### src/rtl/elliot_pkg.sv
// Shared types and helpers for the Elliot activation pipeline.
// Fixed-point one, saturating left shift and the outer FSM state encoding.
package elliot_pkg;

  typedef enum logic [1:0] {
    IDLE = 2'd0,
    PREP = 2'd1,
    DIV  = 2'd2,
    POST = 2'd3
  } state_t;

  function automatic logic [63:0] one_q(input int f);
    return 64'd1 << f;
  endfunction

  // Shift left arithmetically and clamp into a signed w-bit range.
  // The 128-bit working width leaves headroom for w + sh up to 126.
  function automatic logic signed [127:0] sat_shl(input logic signed [127:0] v,
                                                  input int w, input int sh);
    logic signed [127:0] p;
    logic signed [127:0] hi;
    logic signed [127:0] lo;
    p  = v <<< sh;
    hi = (128'sd1 <<< (w - 1)) - 128'sd1;
    lo = -(128'sd1 <<< (w - 1));
    if (p > hi) begin
      return hi;
    end else if (p < lo) begin
      return lo;
    end
    return p;
  endfunction

endpackage

### src/rtl/elliot_act_pipe_div.sv
// Sequential unsigned restoring divider producing QB fractional quotient bits
// of dividend/divisor; the caller guarantees dividend < divisor.
module seq_restoring_div #(
  parameter int DW = 31,
  parameter int VW = 32,
  parameter int QB = 16
) (
  input  logic          clk,
  input  logic          rst,
  input  logic          start,
  input  logic [DW-1:0] dividend,
  input  logic [VW-1:0] divisor,
  output logic [QB-1:0] quotient,
  output logic          last,
  output logic          done
);

  localparam int CW = (QB > 1) ? $clog2(QB) : 1;

  logic [VW-1:0] rem_reg;
  logic [VW-1:0] den_reg;
  logic [QB-1:0] q_reg;
  logic [CW-1:0] cnt_reg;
  logic          busy_reg;
  logic          done_reg;

  logic [VW:0]   shifted;
  logic          ge;

  always_comb begin
    shifted = {rem_reg, 1'b0};
    ge      = (shifted >= {1'b0, den_reg});
  end

  // High during the final step so the caller can leave its wait state on time.
  assign last     = busy_reg && (cnt_reg == '0);
  assign quotient = q_reg;
  assign done     = done_reg;

  always_ff @(posedge clk) begin
    if (rst) begin
      rem_reg  <= '0;
      den_reg  <= '0;
      q_reg    <= '0;
      cnt_reg  <= '0;
      busy_reg <= 1'b0;
      done_reg <= 1'b0;
    end else begin
      done_reg <= 1'b0;
      if (start && !busy_reg) begin
        rem_reg  <= VW'(dividend);
        den_reg  <= divisor;
        q_reg    <= '0;
        cnt_reg  <= CW'(QB - 1);
        busy_reg <= 1'b1;
      end else if (busy_reg) begin
        rem_reg <= ge ? VW'(shifted - {1'b0, den_reg}) : shifted[VW-1:0];
        q_reg   <= QB'({q_reg, ge});
        if (cnt_reg == '0) begin
          busy_reg <= 1'b0;
          done_reg <= 1'b1;
        end else begin
          cnt_reg <= cnt_reg - 1'b1;
        end
      end
    end
  end

endmodule

### src/rtl/elliot_act_pipe.sv
// Elliot activation y = s*x / (1 + |s*x|) with s = 2^STEEP, bipolar or unipolar,
// computed by a multi-cycle divider behind a start/busy/done handshake.
module elliot_act_pipe
  import elliot_pkg::*;
#(
  parameter int W     = 32,
  parameter int F     = 16,
  parameter int STEEP = 1
) (
  input  logic         clk,
  input  logic         rst,
  input  logic         start,
  input  logic         unipolar,
  input  logic [W-1:0] x,
  output logic [W-1:0] y,
  output logic         busy,
  output logic         done
);

  localparam logic [W-1:0] ONE_W = W'(one_q(F));
  localparam logic [W-1:0] MIN_W = {1'b1, {(W-1){1'b0}}};

  state_t              state_reg;
  logic signed [W-1:0] x_reg;
  logic                uni_reg;
  logic                neg_reg;
  logic [W-1:0]        y_reg;
  logic                busy_reg;
  logic                done_reg;

  logic [W-1:0]        a_sat;
  logic [W-2:0]        mag;
  logic [W-1:0]        den;
  logic [W-1:0]        q_ext;
  logic [W-1:0]        ys;
  logic                div_start;
  logic                div_last;
  logic                div_done;
  logic [F-1:0]        q;

  // Magnitude of the most negative value clamps to the largest positive one.
  always_comb begin
    a_sat = W'(sat_shl(128'(x_reg), W, STEEP));
    if (!a_sat[W-1]) begin
      mag = a_sat[W-2:0];
    end else if (a_sat == MIN_W) begin
      mag = '1;
    end else begin
      mag = (~a_sat[W-2:0]) + 1'b1;
    end
    den   = ONE_W + {1'b0, mag};
    q_ext = {{(W-F){1'b0}}, q};
    ys    = neg_reg ? -q_ext : q_ext;
  end

  assign div_start = (state_reg == PREP);

  seq_restoring_div #(
    .DW(W-1),
    .VW(W),
    .QB(F)
  ) u_div (
    .clk     (clk),
    .rst     (rst),
    .start   (div_start),
    .dividend(mag),
    .divisor (den),
    .quotient(q),
    .last    (div_last),
    .done    (div_done)
  );

  always_ff @(posedge clk) begin
    if (rst) begin
      state_reg <= IDLE;
      x_reg     <= '0;
      uni_reg   <= 1'b0;
      neg_reg   <= 1'b0;
      y_reg     <= '0;
      busy_reg  <= 1'b0;
      done_reg  <= 1'b0;
    end else begin
      done_reg <= 1'b0;
      case (state_reg)
        IDLE: begin
          if (start) begin
            x_reg     <= x;
            uni_reg   <= unipolar;
            busy_reg  <= 1'b1;
            state_reg <= PREP;
          end
        end
        PREP: begin
          neg_reg   <= a_sat[W-1];
          state_reg <= DIV;
        end
        DIV: begin
          if (div_last) begin
            state_reg <= POST;
          end
        end
        POST: begin
          // ys + ONE is always in [1, 2*ONE), so the halving shift stays non-negative.
          if (div_done) begin
            y_reg    <= uni_reg ? ((ys + ONE_W) >> 1) : ys;
            done_reg <= 1'b1;
          end
          busy_reg  <= 1'b0;
          state_reg <= IDLE;
        end
        default: state_reg <= IDLE;
      endcase
    end
  end

  assign y    = y_reg;
  assign busy = busy_reg;
  assign done = done_reg;

endmodule

### config.mk
export PLATFORM = sky130hd
export DESIGN_NAME = elliot_act_pipe
export DESIGN_NICKNAME = d
export VERILOG_FILES = /design/src/rtl/elliot_pkg.sv /design/src/rtl/elliot_act_pipe_div.sv /design/src/rtl/elliot_act_pipe.sv
export SDC_FILE = /design/constraint.sdc
export NUM_CORES = 1
export LEC_CHECK = 0
export ABC_AREA = 1
export BUFFER_PORTS_ARGS = -buffer_cell sky130_fd_sc_hd__buf_2
export CELL_PAD_IN_SITES_DETAIL_PLACEMENT = 0
export CELL_PAD_IN_SITES_GLOBAL_PLACEMENT = 1
export CORE_ASPECT_RATIO = 1.4
export CORE_UTILIZATION = 45
export DETAILED_ROUTE_END_ITERATION = 16
export PLACE_DENSITY = 0.91
export SYNTH_ARGS = -nofsm -noshare
export SYNTH_HDL_FRONTEND = slang
export SYNTH_SLANG_ARGS = --single-unit
### constraint.sdc
create_clock -name clk -period 9.82 [get_ports clk]
set_clock_uncertainty 0.2 [all_clocks]
set_input_delay 0 -clock clk [delete_from_list [all_inputs] [get_ports clk]]
set_output_delay 0 -clock clk [all_outputs]
set_load 0.01 [all_outputs]
==> results.md <==
• **Mapped Nets** 1,663
• **slowest library cell on the worst path** sky130_fd_sc_hd__ha_1
• **DP Wirelength** 21.3 mm
• **total wirelength of the detailed-routed design** 29.4 mm
• **initial core utilization** 46.0%
• **top cells by area in the synthesized netlist** sky130_fd_sc_hd__dfxtp_1 (31%), sky130_fd_sc_hd__nand2_1 (14%), sky130_fd_sc_hd__nor2_1 (9.4%), sky130_fd_sc_hd__inv_1 (6.3%), sky130_fd_sc_hd__o21ai_0 (6.2%)
• **count of routing violations after the opening detailed-route iteration** 655
• **cells after synthesis** 1,582
• **horizontal die dimension** 128 microns
• **largest net degree at the start of global routing** 93
• **sequential fraction of the synthesis area** 31.0%
• **commonest non-fill, non-tap cell in the layout** sky130_fd_sc_hd__nand2_1
• **setup slack of the most critical reg-to-reg path** 5030 ps
• **sequential standard cell area** 3120 sq um
• **synthesis-stage register bit count** 156
• **post-route ant nets** 0
• **final worst path period need** 4790 ps
• **Die Outline Area** 23,000 sq um
• **worst-path fanout max** 46
• **RSZ-0062 raised after global routing** false
• **type of destination of the critical path** flip-flop
• **EDFF count, synth** 0
• **maximum single-stage delay on the critical path** 870 ps
• **number of sinks on the clock net** 156
• **via count of the first global-routing pass** 10,000
• **total track usage** 26.8%
• **Num CTS Buffers** 17
• **worst-path cell chain** inv_1 > ha_1 > inv_2 > nand2_4 > nand2_1 > inv_1 > ha_1 > nand2_1 > nor2_2 > nand2_2 > nor2_4 > nand3_4 > nand3_1 > ha_1 > nand3_1 > nor2_4 > nand3_1 > nand2_1 > nand2_1 > nand2_1 > nand2_1
• **post-synthesis cell type with the largest combined area** sky130_fd_sc_hd__dfxtp_1
• **fraction of synthesized cell area taken by the top area cell type** 31.0%
• **unique cell type count in the Yosys netlist** 49
• **number of top-level pins** 70
• **origin of the worst min-delay path** x[23]
• **achievable frequency** 209 MHz
• **number of optimization iterations in the first detailed-route pass** 5
• **number of warnings issued by yosys** 0
• **average wire length per cell after detail routing** 14.9 microns
• **R2R Path End** u_div.den_reg[30]
• **relative slew slack** 37.5%
• **max-capacitance violation count** 0
• **leading register cell type out of synthesis** sky130_fd_sc_hd__dfxtp_1
• **Buffers on Ports** 69
• **clk slew on worst S/H paths** 70 ps
• **worst endpoint data arrival time** 4910 ps
• **critical path class** reg -> reg
• **die height** 179 microns
• **first-pass GRT wire length** 48.8 mm
• **FF-to-FF Start** x_reg[31]
• **placer's final routability congestion estimate** 0.954
• **status** finished clean
• **final setup vio count** 0
• **number of antenna violations at the first check in global routing** 0
• **vias** 10,400
• **CTS tree** yes
• **ratio of cells with drive above 1 in the final layout** 8.48%
• **share of async-settable or async-resettable flops after synthesis** 0%
• **via/cell ratio** 5.25
• **cell count of the worst reg-to-reg path** 21
• **cell chosen for the clock root** sky130_fd_sc_hd__clkbuf_16
• **pin slew with the least headroom to its limit** 937 ps
• **min-delay worst type** in -> reg
• **Multi-input gate area** 6030 sq um
• **hold-critical path endpoint** x_reg[23]
• **pins over their slew limit** 0
• **total congestion overflow after global routing** 0
• **final sum of negative setup slack** 0 ps
• **cell row count** 64
• **clock latency on the worst-skew pair** 440 ps
• **total standard cell area after synthesis** 10,100 sq um
• **fin crit share** 48.7%
• **H-Tree Depth** 4
• **NumNets Final** 1,743
• **most frequent cells in the layout** sky130_fd_sc_hd__nand2_1 (372), sky130_fd_sc_hd__nor2_1 (251), sky130_fd_sc_hd__inv_1 (169)
• **core area** 21,900 sq um
• **launching instance or port of the critical path** x_reg[31]
• **synthesis-to-layout area growth** 15.5%
• **CP required** 9940 ps
• **count of fill cells added during filler insertion** 2,262
• **syn_area_per_cell** 6.36 sq um
• **total count of hold-check failures in the final report** 0
• **most numerous cell on the critical path** sky130_fd_sc_hd__nand2_1
• **Clock Tree Buf Depth** 2
• **antenna diode count** 0
• **instance count along the most critical hold path** 4
• **number of remaining DRC errors** 0
• **startpoint kind of the worst setup timing path** flip-flop
## per-stage QoR
stage / utilization (%) / cell area (sq um) / hold WS, ps / instances / setup WS, ps
2_1_floorplan: - / 10100 / -33.3 / 1582 / 6700
3_3_place_gp: 48.5 / 10600 / 53.0 / 1898 / 5320
3_5_place_dp: 48.5 / 10600 / 57.1 / 1898 / 5120
4_1_cts: 53.2 / 11600 / 137 / 1972 / 5070
5_1_grt: 53.2 / 11600 / 168 / 1972 / 4580
6_report: 53.2 / 11600 / 157 / 1972 / 5030
## synthesized netlist by cell type, types with 5 or more instances
| master | n |
|---|---|
| sky130_fd_sc_hd__dfxtp_1 | 156 |
| sky130_fd_sc_hd__nand4_1 | 13 |
| sky130_fd_sc_hd__o21bai_1 | 6 |
| sky130_fd_sc_hd__buf_2 | 12 |
| sky130_fd_sc_hd__o211ai_1 | 21 |
| sky130_fd_sc_hd__ha_1 | 44 |
| sky130_fd_sc_hd__clkbuf_1 | 38 |
| sky130_fd_sc_hd__nand2_1 | 372 |
| sky130_fd_sc_hd__buf_1 | 6 |
| sky130_fd_sc_hd__a221oi_1 | 5 |
| sky130_fd_sc_hd__o21ai_1 | 6 |
| sky130_fd_sc_hd__nand3b_1 | 7 |
| sky130_fd_sc_hd__inv_1 | 170 |
| sky130_fd_sc_hd__nand3_2 | 6 |
| sky130_fd_sc_hd__a31oi_1 | 10 |
| sky130_fd_sc_hd__o21ai_0 | 125 |
| sky130_fd_sc_hd__nor2_1 | 252 |
| sky130_fd_sc_hd__nor3_1 | 11 |
| sky130_fd_sc_hd__a21oi_1 | 112 |
| sky130_fd_sc_hd__xor2_1 | 27 |
| sky130_fd_sc_hd__a22oi_1 | 10 |
| sky130_fd_sc_hd__o22ai_1 | 6 |
| sky130_fd_sc_hd__xnor2_1 | 17 |
| sky130_fd_sc_hd__nand3_1 | 99 |
| sky130_fd_sc_hd__nor2_2 | 7 |
## final cells by class
type | count | area share (%)
clock buffers | 18 | 3.78
clock inverters | 14 | 1.50
inverters | 173 | 5.58
repair buffers | 121 | 7.23
flip-flops and latches | 156 | 26.9
multi-input cells | 1193 | 51.9
well taps | 297 | 3.20
## critical path: cells and delay by family (launching register included)
| kind | cells | cell delay (ps) |
|---|---|---|
| buf+inv | 3 | 330 |
| fa+ha+maj | 3 | 1270 |
| simple gates | 15 | 2500 |
| flops | 1 | 350 |
## timing repair
action,in CTS,in global routing
hold buffers,42,0
endpoints found under the hold margin,69,0
gates resized for setup,0,0
setup buffers,0,0
## metal layers
| metal | global-route usage [%] | vias to the layer above | routed length [microns] |
|---|---|---|---|
| li1 | - | 5328 | - |
| met1 | 32.0 | 4692 | 12800 |
| met2 | 47.0 | 276 | 14200 |
| met3 | 4.09 | 56 | 1430 |
| met4 | 12.2 | 0 | 1050 |
| met5 | 0 | - | 0 |
## logic make-up (layout without fill, tap and decap cells)
family                     Yosys count  in the layout  synth area share (%)
adders and majority gates           45             45                  5.67
xor gates and xnor gates            44             44                  3.83
buffers and inverters              233            326                  9.10
AOI/OAI and AO/OA                  320            320                  17.8
and+or+nand+nor                    784            784                  32.6
DFF                                156            156                  31.0
## how the worst max path moves through the flow
stage / slack (ps) / cells after the start / to
3_5_place_dp: 5120 / 21 / u_div.den_reg[30]
3_3_place_gp: 5320 / 21 / u_div.den_reg[30]
5_1_grt: 4580 / 21 / u_div.den_reg[30]
6_report: 5030 / 21 / u_div.den_reg[30]
4_1_cts: 5070 / 21 / u_div.den_reg[30]
2_1_floorplan: 6700 / 22 / u_div.den_reg[30]
Power is left out: the tool's default activity adds up to more than one toggle a clock period on the data nets, which glitch-free logic cannot reach.
